$ cat src/rtl/mem_bus_arbiter_pkg.sv
// Shared definitions for the SRAM bus arbiter: FSM encoding, port IDs, defaults.
package mem_bus_pkg;
    typedef enum logic [1:0] {
        IDLE   = 2'd0,
        SETUP  = 2'd1,
        STROBE = 2'd2,
        HOLD   = 2'd3
    } state_t;

    typedef logic port_t;
    localparam port_t PORT_A = 1'b0;
    localparam port_t PORT_B = 1'b1;

    localparam int WAIT_STATES_DEF = 1;
endpackage

$ cat src/rtl/mem_bus_arbiter_if.sv
// Requester ports A/B plus the external asynchronous SRAM pins.
interface mem_bus_arbiter_if #(
    parameter int AddrBits = 16,
    parameter int DataBits = 8
);
    logic                aReq, aWe, aAck;
    logic [AddrBits-1:0] aAddr;
    logic [DataBits-1:0] aWData, aRData;
    logic                bReq, bWe, bAck;
    logic [AddrBits-1:0] bAddr;
    logic [DataBits-1:0] bWData, bRData;
    logic                busy;
    logic [AddrBits-1:0] mADDR;
    logic [DataBits-1:0] mDIN, mDOUT;
    logic                mOEN, mWE;

    modport slave (
        input  aReq, aWe, aAddr, aWData, bReq, bWe, bAddr, bWData, mDOUT,
        output aAck, aRData, bAck, bRData, busy, mADDR, mDIN, mOEN, mWE
    );

    modport master (
        output aReq, aWe, aAddr, aWData, bReq, bWe, bAddr, bWData, mDOUT,
        input  aAck, aRData, bAck, bRData, busy, mADDR, mDIN, mOEN, mWE
    );
endinterface

$ cat src/rtl/mem_bus_arbiter_rr_arbiter2.sv
// Two-way round-robin grant; the last-grant pointer only moves when en is high.
import mem_bus_pkg::*;

module rr_arbiter2 (
    input  logic       clk,
    input  logic       rst,
    input  logic [1:0] req,
    input  logic       en,
    output port_t      grant
);
    port_t last;

    always_comb begin
        grant = PORT_A;
        if (req[0] && req[1]) grant = ~last;
        else if (req[1])      grant = PORT_B;
    end

    // Reset to B so that A wins the first tie.
    always_ff @(posedge clk) begin
        if (rst)     last <= PORT_B;
        else if (en) last <= grant;
    end
endmodule

$ cat src/rtl/mem_bus_arbiter.sv
// Round-robin SRAM bus sequencer: SETUP, WaitStates+1 strobe cycles, HOLD with Ack.
import mem_bus_pkg::*;

module mem_bus_arbiter #(
    parameter int WaitStates = WAIT_STATES_DEF,
    parameter int AddrBits   = 16,
    parameter int DataBits   = 8
) (
    input  logic             GlobalClock,
    input  logic             R,
    mem_bus_arbiter_if.slave bus
);
    localparam logic [3:0] WS = 4'(WaitStates);

    state_t              state, state_n;
    logic [3:0]          cnt, cnt_n;
    logic                grant_en;
    port_t               grant, owner;
    logic                we_r, we_sel;
    logic [AddrBits-1:0] addr_sel;
    logic [DataBits-1:0] wdata_sel;

    rr_arbiter2 u_rr (
        .clk   (GlobalClock),
        .rst   (R),
        .req   ({bus.bReq, bus.aReq}),
        .en    (grant_en),
        .grant (grant)
    );

    assign we_sel    = (grant == PORT_B) ? bus.bWe    : bus.aWe;
    assign addr_sel  = (grant == PORT_B) ? bus.bAddr  : bus.aAddr;
    assign wdata_sel = (grant == PORT_B) ? bus.bWData : bus.aWData;
    assign bus.busy  = (state != IDLE);

    always_ff @(posedge GlobalClock) begin
        if (R) begin
            state <= IDLE;
            cnt   <= '0;
        end else begin
            state <= state_n;
            cnt   <= cnt_n;
        end
    end

    // Requests are only looked at in IDLE, so a Req held through HOLD starts a fresh access.
    always_comb begin
        state_n  = state;
        cnt_n    = cnt;
        grant_en = 1'b0;
        case (state)
            IDLE: if (bus.aReq || bus.bReq) begin
                grant_en = 1'b1;
                state_n  = SETUP;
            end
            SETUP: begin
                cnt_n   = WS;
                state_n = STROBE;
            end
            STROBE: if (cnt == 4'd0) state_n = HOLD;
                    else             cnt_n   = cnt - 4'd1;
            HOLD:    state_n = IDLE;
            default: state_n = IDLE;
        endcase
    end

    // Strobes and acks are registered from the next state so the pins never glitch.
    always_ff @(posedge GlobalClock) begin
        if (R) begin
            owner      <= PORT_A;
            we_r       <= 1'b0;
            bus.mADDR  <= '0;
            bus.mDIN   <= '0;
            bus.mOEN   <= 1'b1;
            bus.mWE    <= 1'b0;
            bus.aAck   <= 1'b0;
            bus.bAck   <= 1'b0;
            bus.aRData <= '0;
            bus.bRData <= '0;
        end else begin
            if (grant_en) begin
                owner     <= grant;
                we_r      <= we_sel;
                bus.mADDR <= addr_sel;
                bus.mDIN  <= wdata_sel;
            end
            bus.mOEN <= !(state_n == STROBE && !we_r);
            bus.mWE  <=  (state_n == STROBE &&  we_r);
            bus.aAck <=  (state_n == HOLD && owner == PORT_A);
            bus.bAck <=  (state_n == HOLD && owner == PORT_B);
            if (state == STROBE && state_n == HOLD && !we_r) begin
                if (owner == PORT_A) bus.aRData <= bus.mDOUT;
                else                 bus.bRData <= bus.mDOUT;
            end
        end
    end
endmodule

$ cat src/flat_wrapper.sv
// flat-port wrapper written by rule: the top's interface ports become plain ports
module mem_bus_arbiter_flat 
#(
    parameter int WaitStates = WAIT_STATES_DEF,
    parameter int AddrBits   = 16,
    parameter int DataBits   = 8
)
  (GlobalClock, R, bus_aReq, bus_aWe, bus_aAddr, bus_aWData, bus_bReq, bus_bWe, bus_bAddr, bus_bWData, bus_mDOUT, bus_aAck, bus_aRData, bus_bAck, bus_bRData, bus_busy, bus_mADDR, bus_mDIN, bus_mOEN, bus_mWE);
  mem_bus_arbiter_if #(.AddrBits(AddrBits), .DataBits(DataBits)) bus_i ();
  input  logic GlobalClock;
  input  logic R;
  input wire logic [$bits(bus_i.aReq)-1:0] bus_aReq;
  input wire logic [$bits(bus_i.aWe)-1:0] bus_aWe;
  input wire logic [$bits(bus_i.aAddr)-1:0] bus_aAddr;
  input wire logic [$bits(bus_i.aWData)-1:0] bus_aWData;
  input wire logic [$bits(bus_i.bReq)-1:0] bus_bReq;
  input wire logic [$bits(bus_i.bWe)-1:0] bus_bWe;
  input wire logic [$bits(bus_i.bAddr)-1:0] bus_bAddr;
  input wire logic [$bits(bus_i.bWData)-1:0] bus_bWData;
  input wire logic [$bits(bus_i.mDOUT)-1:0] bus_mDOUT;
  output wire logic [$bits(bus_i.aAck)-1:0] bus_aAck;
  output wire logic [$bits(bus_i.aRData)-1:0] bus_aRData;
  output wire logic [$bits(bus_i.bAck)-1:0] bus_bAck;
  output wire logic [$bits(bus_i.bRData)-1:0] bus_bRData;
  output wire logic [$bits(bus_i.busy)-1:0] bus_busy;
  output wire logic [$bits(bus_i.mADDR)-1:0] bus_mADDR;
  output wire logic [$bits(bus_i.mDIN)-1:0] bus_mDIN;
  output wire logic [$bits(bus_i.mOEN)-1:0] bus_mOEN;
  output wire logic [$bits(bus_i.mWE)-1:0] bus_mWE;
  assign bus_i.aReq = bus_aReq;
  assign bus_i.aWe = bus_aWe;
  assign bus_i.aAddr = bus_aAddr;
  assign bus_i.aWData = bus_aWData;
  assign bus_i.bReq = bus_bReq;
  assign bus_i.bWe = bus_bWe;
  assign bus_i.bAddr = bus_bAddr;
  assign bus_i.bWData = bus_bWData;
  assign bus_i.mDOUT = bus_mDOUT;
  assign bus_aAck = bus_i.aAck;
  assign bus_aRData = bus_i.aRData;
  assign bus_bAck = bus_i.bAck;
  assign bus_bRData = bus_i.bRData;
  assign bus_busy = bus_i.busy;
  assign bus_mADDR = bus_i.mADDR;
  assign bus_mDIN = bus_i.mDIN;
  assign bus_mOEN = bus_i.mOEN;
  assign bus_mWE = bus_i.mWE;
  mem_bus_arbiter #(.WaitStates(WaitStates), .AddrBits(AddrBits), .DataBits(DataBits)) u_core (.GlobalClock(GlobalClock), .R(R), .bus(bus_i));
endmodule
$ cat config.mk
export PLATFORM = sky130hd
export DESIGN_NAME = mem_bus_arbiter_flat
export DESIGN_NICKNAME = d
export VERILOG_FILES = /design/src/rtl/mem_bus_arbiter_pkg.sv /design/src/rtl/mem_bus_arbiter_if.sv /design/src/rtl/mem_bus_arbiter_rr_arbiter2.sv /design/src/rtl/mem_bus_arbiter.sv /design/src/flat_wrapper.sv
export SDC_FILE = /design/constraint.sdc
export NUM_CORES = 1
export LEC_CHECK = 0
export ABC_AREA = 1
export BUFFER_PORTS_ARGS = -buffer_cell sky130_fd_sc_hd__buf_4
export CORE_ASPECT_RATIO = 0.5
export CORE_MARGIN = 10
export CORE_UTILIZATION = 52
export DETAILED_ROUTE_END_ITERATION = 8
export PLACE_DENSITY = 0.86
export SYNTH_ARGS = -nofsm -noshare
export SYNTH_HDL_FRONTEND = slang
export SYNTH_HIERARCHICAL = 1
export SYNTH_SLANG_ARGS = --single-unit
$ cat constraint.sdc
create_clock -name GlobalClock -period 4.5 [get_ports GlobalClock]
set_clock_uncertainty 0.05 [all_clocks]
set_input_delay 0.45 -clock GlobalClock [delete_from_list [all_inputs] [get_ports GlobalClock]]
set_output_delay 0.45 -clock GlobalClock [all_outputs]
set_load 0.03 [all_outputs]
Yosys cells after proc, flatten, opt, wreduce, memory -nomap -nowiden

Index checks and enable logic that the tools add are counted.

Add/sub/neg operators: 1
Equal/unequal tests: 6
Muxes and demuxes: 12
Bitwise logic cells: 2
Reductions and logical operators: 17

Operators with widths:

| cell                  | count |
|---|---|
| $mux W16              | 1 |
| $eq A2 B2 Y1 const B  | 4 |
| $mux W8               | 1 |
| $pmux W2 S4           | 1 |
| $pmux W4 S2           | 1 |
| $logic_and A1 B1 Y1   | 7 |
| $reduce_and A2 Y1     | 3 |
| $mux W1               | 5 |
| $logic_not A4 Y1      | 1 |
| $mux W2               | 2 |
| $mux W4               | 1 |
| $reduce_bool A2 Y1    | 2 |
| $sub A4 B1 Y4 const B | 1 |
| $eq A2 B1 Y1 const B  | 1 |
| $logic_not A1 Y1      | 2 |
| $logic_not A2 Y1      | 1 |
| $ne A2 B2 Y1 const B  | 1 |
| $not A1 Y1            | 2 |
| $logic_or A1 B1 Y1    | 1 |

Flip-flop bits (word level): 53
Bits of input ports: 62
Output and inout bits: 45
Logic and storage cells: 51

Depth between registers and ports, before layout

Gate-level depths: netlist (run 1).

Depth after elaboration: 7
Gate-level depth with buffers: 11
Gate-level depth less buffers: 10

Modules after synthesis

The synthesis (run 1) kept the hierarchy.

Modules (own cells, without submodules):

| module          | times used | cells each | area an instance (um2) | seq. area each (um2) |
|---|---|---|---|---|
| mem_bus_arbiter | 1          | 361        | 2537.4                 | 1041.0 |
| rr_arbiter2     | 1          | 7          | 47.5                   | 20.0 |

Worst setup path after synthesis (run 1)

No wires, ideal clock.

Path type: reg2reg
Start point: register u_core.state[0]
End point: register u_core.bus.bRData[6]
Setup time: 0.110 ns
Arrival: 1.538 ns
Required time: 4.340 ns
Path slack: 2.803 ns
Stages on the path, launching flop included: 9
Path buffers: 1
Clock period less this slack: 1.697 ns
Cells stage by stage: dfxtp_1 inv_2 ha_1 inv_1 nor3_4 buf_6 nand4_1 nand2_1 nor2_2

Cells in the longest elaborated chain, start to end: 6
Elaborated cells between the ends (all ways): 11
Those cells by class: 4 x eq/ne; 3 x mux; 4 x reduce/logical

RTL lines:

| element                              | line                     | text |
|---|---|---|
| start: declaration                   | mem_bus_arbiter.sv:15    | `state_t state, state_n;` |
| start signal: assignment             | mem_bus_arbiter.sv:41    | `state <= state_n;` |
| $eq A2 B2 Y1 (tied with other cells) | mem_bus_arbiter.sv:51    | `case (state)` |
| $pmux W2 S4 *                        | mem_bus_arbiter.sv:51    |  |
| net u_core.state_n[1]                | mem_bus_arbiter.sv:15    |  |
| $eq A2 B2 Y1 *                       | mem_bus_arbiter.sv:91    | `if (state == STROBE && state_n == HOLD && !we_r) begin` |
| $logic_and A1 B1 Y1 * (2 in series)  | mem_bus_arbiter.sv:91    |  |
| $reduce_and A2 Y1 (no source line) * | -                        |  |
| end signal: assignment               | mem_bus_arbiter.sv:93    | `else bus.bRData <= bus.mDOUT;` |
| end: declaration                     | mem_bus_arbiter_if.sv:19 | `output aAck, aRData, bAck, bRData, busy, mADDR, mDIN, mOEN, mWE` |

The timed path passes the listed nets; every way through them passes the cells marked *.
A chain may end at the register's enable or synchronous reset.

Worst setup path after layout (run 1)

Start point: register u_core.state[0]
End point: register u_core.we_r

Cells in the longest elaborated chain, start to end: 2

RTL lines:

| element                | line                  | text |
|---|---|---|
| $logic_not A2 Y1       | mem_bus_arbiter.sv:51 |  |
| $mux W1                | mem_bus_arbiter.sv:51 |  |
| end signal: assignment | mem_bus_arbiter.sv:83 | `we_r <= we_sel;` |
| end: declaration       | mem_bus_arbiter.sv:19 | `logic we_r, we_sel;` |

No other way between the ends.

==> results, run 1 <==
- After detailed routing, the number of vias per cell comes to 4.61.
- The via count is 2457.
- The amount of wire on met3 after detailed routing is 322 um.
- Measured against its own limit, the worst slew margin works out to 0.183.
- For this block, the initial DRC count from the detailed router was 112.
- Wires add up to 6580 um.
- The maximum number of pins on one net before global-route repair is 53.
- The type of the worst min-delay path is input port to flip-flop.
- Setup repair after global routing left no endpoint under its margin.
- The tool flagged a number of max-cap violations equal to 0.
- For this run, the total global-route usage over all layers was measured as 0.151.
- The highest signal layer in the routed design is met4.
- The number of failing hold endpoints at the final stage is 0.
- The routed length per placed instance is 12.4 um.
- The critical path data required time is 4660 ps.
- The height of the chip is 69.9 um.
- The flip-flop and latch count after synthesis is 53.
- The worst path arrival time is 2350 ps.
- The final period utilization is 0.485.
- The antenna violation net count after detailed routing is 0.
- The portion of synthesized cell area occupied by the leading cell type is 0.410.
- The clock latency on the worst-skew pair is 290 ps.
- The biggest fanout along the worst timing path is 52.
- The worst register-to-register path begins at u_core/state[0].
- The first global-routing pass estimated 10800 um of wire.
- By area the synthesized netlist is led by dfxtp_1, inv_1, a21oi_1.
- TritonCTS built the clock tree.
- The met2 wirelength from detailed routing is 3460 um.
- The leakage power total is 1.76 nW.
- The register-to-register setup slack is 2320 ps.
- The minimum clock period after layout is 2180 ps.
- Setup violations remaining at the end of the flow were counted as 0.
- The synthesis warning total is 6.
- In this run, CTS created clock tree buffers numbering 5.
- In the final layout, the share of cells above drive strength 1 is 0.285.
- Buffers inserted to repair hold after CTS numbered 0.
- Tracing the worst setup path back leads to its startpoint at u_core/state[0].
- 0 antenna diodes ended up in the layout.
- For this block, wires on met1 add up to 2770 um.
- Detailed placement ended at an HPWL of 4980 um.
- The number of buffer cells added on primary ports is 106.
- Counting every net in the synthesized netlist gives 436.
- The cell type with the largest total area after synthesis is dfxtp_1.
- The total overflow left after global routing is 0.
- The initial antenna violation count is 0.
- Post-CTS repair changed the size of 0 cells.
- STA classifies the critical path startpoint as a flip-flop.
- The capturing element type of the critical path is a flip-flop.
- The TritonCTS sink count is 53.
- The clock tree synthesis step divided the H-tree into 2 levels.
- The root buffer cell is clkbuf_8.
- The iteration count of the initial detailed-routing pass is 5.
- Dividing total power by cell area gives a power density of 454 mW/mm^2.
- The die span in x is 120 um.
- For this configuration, the core starts out at a cell density of 0.531.
- The worst setup path is of the flip-flop to flip-flop kind.
- The via count of the first global-routing pass was 2394.
- The DRC violation count after routing is 0.
- The terminus of the critical flop-to-flop path is u_core/we_r.
- The flow ran to the end, and the final reports show no timing, DRC or antenna violations.
- The worst setup path endpoint is u_core/we_r.
- Row generation in the floorplan step produced 18 rows.
- The region available for standard cell placement spans 0.00486 mm^2.
- Static timing analysis puts the maximum clock frequency at 458 MHz.
- A synthesized cell averages 7.02 um^2.
- The sequential share of the synthesized area is 0.410.
- The die covers 0.00836 mm^2.
- The aggregate negative setup slack is 0 ps.
- From synthesis to final layout, the design area changed by 33.5%.
- The peak supply drop is 0.000220 V.
- Routability-driven placement finished with a final weighted congestion of 0.791.
- Counting along the longest clock path gives a buffer depth of 2.
- The count of distinct cell types in the synthesized netlist is 24.
- The synthesized area is 0.00258 mm^2.
- The final core utilization is 0.709.
- Synthesis handed over a netlist of 368 instances.
- The slew of the pin with the lowest slew margin is 1220 ps.
- Counting cells, the worst reg-to-reg path comes to 6.
- The post-layout net count is 530.
- The buffer count from post-CTS setup fixing is 0.
- The number of max-slew violations in the final report was 0.
- The count of pins on the block boundary is 107.
- The clock edge transition at the registers on the reported setup and hold paths is 90 ps.
cells in the mapped netlist:
cell      count
and2_1        1
o21ai_0      26
inv_4         1
inv_1        79
buf_2         5
inv_2         2
buf_6         4
nor3_4        1
nand3_1       4
nand2_2       2
dfxtp_1      53
nor2_2        8
nand2_1      45
nand4_1      16
buf_8         1
o21ai_4       1
o22ai_1       1
nand3_4       2
ha_1          6
buf_4         1
a21oi_1      56
nor3_1        4
clkbuf_1      9
nor2_1       40
kinds of logic after synthesis:
family | after synthesis | share of synthesized area
compound gates | 84 | 0.167
buf+inv | 102 | 0.169
fa+ha+maj | 6 | 0.0290
simple gates | 123 | 0.224
flops | 53 | 0.410
layer usage:
| metal | vias up | GRT usage |
|---|---|---|
| met5 | - | 0 |
| li1 | 1331 | - |
| met1 | 1084 | 0.162 |
| met2 | 40 | 0.286 |
| met3 | 2 | 0.0465 |
| met4 | 0 | 0.0279 |
worst min-delay path by stage:
stage	startpoint	to	slack, ps	cells after the start
after global placement	u_core/u_rr/last	u_core/u_rr/last	400	2
final	R	u_core/cnt[0]	320	2
after global routing	R	u_core/state[0]	310	2
after detailed placement	u_core/u_rr/last	u_core/u_rr/last	410	2
after floorplan	u_core/u_rr/last	u_core/u_rr/last	380	2
after CTS	R	u_core/cnt[1]	320	2
where the power goes:
part           switching, mW  total (mW)  internal [mW]  leakage (nW)
Sequential            0.0566       0.618          0.561         0.435
Combinational          0.436       0.667          0.231          1.27
Clock                  0.143       0.283          0.139        0.0542
Total                  0.636        1.57          0.931          1.76
state kept, by name, summed over array words and instances (netlist names):
signal	flops
u_core/bus.aAck	1
u_core/bus.aRData	8
u_core/bus.bAck	1
u_core/bus.bRData	8
u_core/bus.mADDR	16
u_core/bus.mDIN	8
u_core/bus.mOEN	1
u_core/bus.mWE	1
u_core/cnt	4
u_core/owner	1
u_core/state	2
u_core/u_rr/last	1
u_core/we_r	1
area by class of cell:
cell class | instances | area (um^2)
fill | 430 | 1410
multi-input combinational | 213 | 1090
sequential | 53 | 1060
timing repair buffer | 107 | 803
inverter | 82 | 310
clock buffer | 7 | 96.3
tap | 70 | 87.6
clock inverter | 1 | 5.00
cell usage in the layout (no fill, tap or decap):
cell / count
a21oi_1: 56
and2_1: 1
buf_4: 107
clkbuf_8: 7
clkinv_2: 1
dfxtp_1: 53
ha_1: 6
inv_1: 79
inv_2: 2
inv_4: 1
nand2_1: 45
nand2_2: 2
nand3_1: 4
nand3_4: 2
nand4_1: 16
nor2_1: 40
nor2_2: 8
nor3_1: 4
nor3_4: 1
o21ai_0: 26
o21ai_4: 1
o22ai_1: 1
per-stage QoR:
step                      power [mW]  cells  hold WS, ps  worst slack (ps)  instance area, um^2
final                           1.57    533          321              2320                 3450
after global placement          1.28    525          401              2360                 3350
after floorplan                 1.11    368          376              2800                 2580
after detailed placement        1.29    525          409              2290                 3350
after global routing            1.68    533          308              1970                 3450
after CTS                       1.58    533          321              2300                 3450
worst max-delay path: stages (launching register included):
cell and delay, ps:
dfxtp_1 370, inv_2 100, ha_1 190, nand2_1 90
inv_1 890, o21ai_0 230, a21oi_1 180
No activity file was read; power rests on OpenSTA's default activity.
==> run 2: changes to the inputs <==
--- a/config.mk
+++ b/config.mk
@@ -5,13 +5,13 @@
 export SDC_FILE = /design/constraint.sdc
 export NUM_CORES = 1
 export LEC_CHECK = 0
-export ABC_AREA = 1
+export ABC_AREA = 0
 export BUFFER_PORTS_ARGS = -buffer_cell sky130_fd_sc_hd__buf_4
 export CORE_ASPECT_RATIO = 0.5
 export CORE_MARGIN = 10
-export CORE_UTILIZATION = 52
+export CORE_UTILIZATION = 46
 export DETAILED_ROUTE_END_ITERATION = 8
-export PLACE_DENSITY = 0.86
+export PLACE_DENSITY = 0.79
 export SYNTH_ARGS = -nofsm -noshare
 export SYNTH_HDL_FRONTEND = slang
 export SYNTH_HIERARCHICAL = 1
==> constraint.sdc (replaced) <==
create_clock -name GlobalClock -period 2.1 [get_ports GlobalClock]
set_clock_uncertainty 0.05 [all_clocks]
set_input_delay 0.21 -clock GlobalClock [delete_from_list [all_inputs] [get_ports GlobalClock]]
set_output_delay 0.21 -clock GlobalClock [all_outputs]
set_load 0.03 [all_outputs]
==> results, run 2 <==
- After synthesis, the largest family of logic cells by area is multiplexers.
- Setup repair after global routing left no endpoint under its margin.
- The die footprint is 0.00843 mm^2 (+0.87%).
- The routed length per placed instance is 14.9 um (+20%).
- The final period utilization is 0.890 (+0.405).
- The critical path is of the flip-flop to flip-flop type.
- The critical path data required time is 2280 ps (-2380 ps).
- In the synthesized netlist the dominant register cell turns out to be dfxtp_1.
- The root buffer cell is clkbuf_8.
- The CTS tree is done.
- The worst setup path is captured at a flip-flop.
- The flip-flop count of the largest register after layout came to 16 (unchanged).
- The power density of the placed cells is 1200 mW/mm^2 (+160%).
- The HPWL after detailed placement was 4690 um (-5.9%).
- The via count is 2004 (-18%).
- The via count of the first global-routing pass is 2119 (-11%).
- The synthesized net count is 301 (-31%).
- The peak supply drop is 0.000579 V (+160%).
- The first-pass GRT wire length is 10000 um (-7.6%).
- The global-route usage over all layers was 0.140 (-0.0107).
- The number of enable flip-flop cells after synthesis is 0 (unchanged).
- The worst path arrival time is 2050 ps (-300 ps).
- In this run the worst hold path is classified as input port to flip-flop.
- More flip-flops sit in one register than any other, and that register is u_core/bus.mADDR.
- The sequential share of the synthesized area was 0.459 (+0.0484).
- The cell count after placement was 396 (-25%).
- The count of distinct cell types in the synthesized netlist was 28 (+17%).
- The top cell types in the final layout, fill and taps aside, are buf_4, dfxtp_1, mux2i_1, nor2_1, a211oi_1.
- The effective utilization at floorplan is 0.473 (-0.0583).
- The iteration count of the initial detailed-routing pass is 6 (+1).
- STA classifies the critical path startpoint as a flip-flop.
- The clock latency on the worst-skew pair is 300 ps (about the same).
- The synthesized area is 0.00231 mm^2 (-11%).
- The DRC violation count after routing came to 0 (unchanged).
- The number of max-slew violations in the final report is 0 (unchanged).
- The leakage power total is 1.51 nW (-14%).
- The synthesis warning total was 6 (unchanged).
- The number of gates given a new drive strength after cts is 0 (unchanged).
- The minimum clock period after layout is 1870 ps (-313 ps).
- The portion of synthesized cell area occupied by the leading cell type is 0.459 (+0.0484).
- The fraction of synthesized area in multiplexers is 0.182 (+0.182).
- The post-route non-filler standard cell count is 404 (-24%).
- Yosys instantiated no cell more often than dfxtp_1.
- The maximum achievable frequency is 535 MHz (+17%).
- The total setup violations reported at the end of the flow is 0 (unchanged).
- Compared with the post-synthesis result, the final layout area differs by 42.2%.
- The post-synthesis xor/xnor area fraction is 0 (unchanged).
- The total core area is 0.00489 mm^2 (+0.46%).
- The share of cells above drive strength 1 came to 0.371 (+0.0862).
- The number of failing hold endpoints at the final stage is 0 (unchanged).
- The final hold slack is 135 ps (-186 ps).
- The slew of the pin with the lowest slew margin was 509 ps (-716 ps).
- The maximum number of pins on one net before global-route repair is 59 (+11%).
- The number of H-tree branching levels came to 2 (unchanged).
- The initial antenna violation count is 0 (unchanged).
- The flip-flop and latch count after synthesis is 53 (unchanged).
- The cell count of the worst reg-to-reg path is 6 (unchanged).
- The number of cells on the worst hold path came to 3 (+1).
- The height of the chip is 70.1 um (+0.40%).
- The total of hold buffers inserted after clock tree synthesis came to 0 (unchanged).
- The number of diodes added for antenna fixing came to 0 (unchanged).
- The detailed router's first-iteration violation count is 42 (-63%).
- The final core utilization was 0.673 (-0.0368).
- The buffer levels on the longest clock path is 2 (unchanged).
- The buffer count from post-CTS setup fixing is 0 (unchanged).
- The post-layout net count is 401 (-24%).
- The number of standard cells after synthesis is 233 (-37%).
- The post-synthesis share of cell area spent on and, or, nand and nor gates was 0.177 (-0.0472).
- The antenna violation net count after detailed routing was 0 (unchanged).
- The total clock buffers created by CTS was 5 (unchanged).
- The number of violations of the max-capacitance limit was 0 (unchanged).
- The flow ran to the end, and the final reports show no timing, DRC or antenna violations.
- The die span in x is 120 um (+0.46%).
- The number of buffer cells added on primary ports is 106 (unchanged).
- The mean instance size in the synthesized netlist was 9.92 um^2 (+41%).
- The share of synthesized flip-flops with an asynchronous set or reset was 0 (unchanged).
- The clock edge transition at the registers on the reported setup and hold paths is 90 ps (about the same).
- The count of pins on the block boundary was 107 (unchanged).
- The max-slew headroom at the worst pin is 0.657 (+0.474).
- The most common library cell in the layout ignoring fill and taps is buf_4.
- The average vias per placed instance is 4.96 (+7.6%).
- By area the synthesized netlist is led by dfxtp_1, mux2i_1, a211oi_1.
- The placement row count came to 18 (unchanged).
- The number of fill cells came to 398 (-7.4%).
- The overall overflow remaining after global route is 0 (unchanged).
- The share of the synthesized area in compound gates (AO/OA/AOI/OAI) is 0.110 (-0.0571).
- The placer congestion estimate is 0.728 (-7.9%).
- The commonest cells after synthesis are dfxtp_1, mux2i_1, nor2_1.
- The aggregate negative setup slack was 0 ps (unchanged).
- The TritonCTS sink count is 53 (unchanged).
- The adder and majority cell fraction of the synthesized area came to 0.0325 (+0.00343).
- The cell type with the largest total area after synthesis is dfxtp_1.
- The biggest fanout along the worst timing path is 8 (-85%).
- The aggregate routed wire length is 6000 um (-8.8%).
## run 2: per-layer routing
layer	track usage	share of wire	up-vias
met5	0	0	-
met4	0.0439	0.013	0
met3	0.0393	0.046	10
met2	0.263	0.55	48
met1	0.149	0.39	931
li1	-	-	1015
## run 2: logic make-up after synthesis
group / after synthesis
AOI/OAI and AO/OA: 35
adders and majority gates: 6
muxes: 42
and+or+nand+nor: 76
buffers and inverters: 21
DFF: 53
## run 2: per-stage QoR
step,power [mW],worst slack [ps],cell area [um^2]
final,3.95,231,3290
after global routing,4.20,86.9,3290
after CTS,3.97,53.3,3280
after detailed placement,3.26,81.4,3160
after global placement,3.19,183,3160
after floorplan,2.61,281,2310
## run 2: worst max-delay path, cell delays in order, from the launching register on
cell and delay [ps]:
dfxtp_1 340, inv_1 110, ha_1 190, or4b_1 440
o31a_2 140, nand4_2 280, mux2i_1 250
## run 2: report_power, final
part / switching [mW] / internal, mW / leakage (nW)
combinational: 1.10 / 0.723 / 1.01
clock: 0.326 / 0.389 / 0.0585
sequential: 0.142 / 1.26 / 0.435
total: 1.57 / 2.37 / 1.51
## run 2: final timing paths
check | startpoint | to | slack, ps
setup / recovery | u_core/state[0] | u_core/bus.bRData[7] | 230
hold / removal | bus_mDOUT[6] | u_core/bus.bRData[6] | 140
setup reg to reg | u_core/state[0] | u_core/bus.bRData[7] | 230
hold reg to reg | u_core/bus.bRData[1] | u_core/bus.bRData[1] | 430
## run 2: cell type report
type | instances | area, um^2 | share of cell area
inverters | 5 | 18.8 | 0.00571
multi-input cells | 159 | 1180 | 0.360
repair buffers | 109 | 818 | 0.249
clock inverters | 1 | 30.0 | 0.00914
well taps | 70 | 87.6 | 0.0266
flip-flops and latches | 53 | 1060 | 0.323
clock buffers | 7 | 86.3 | 0.0263
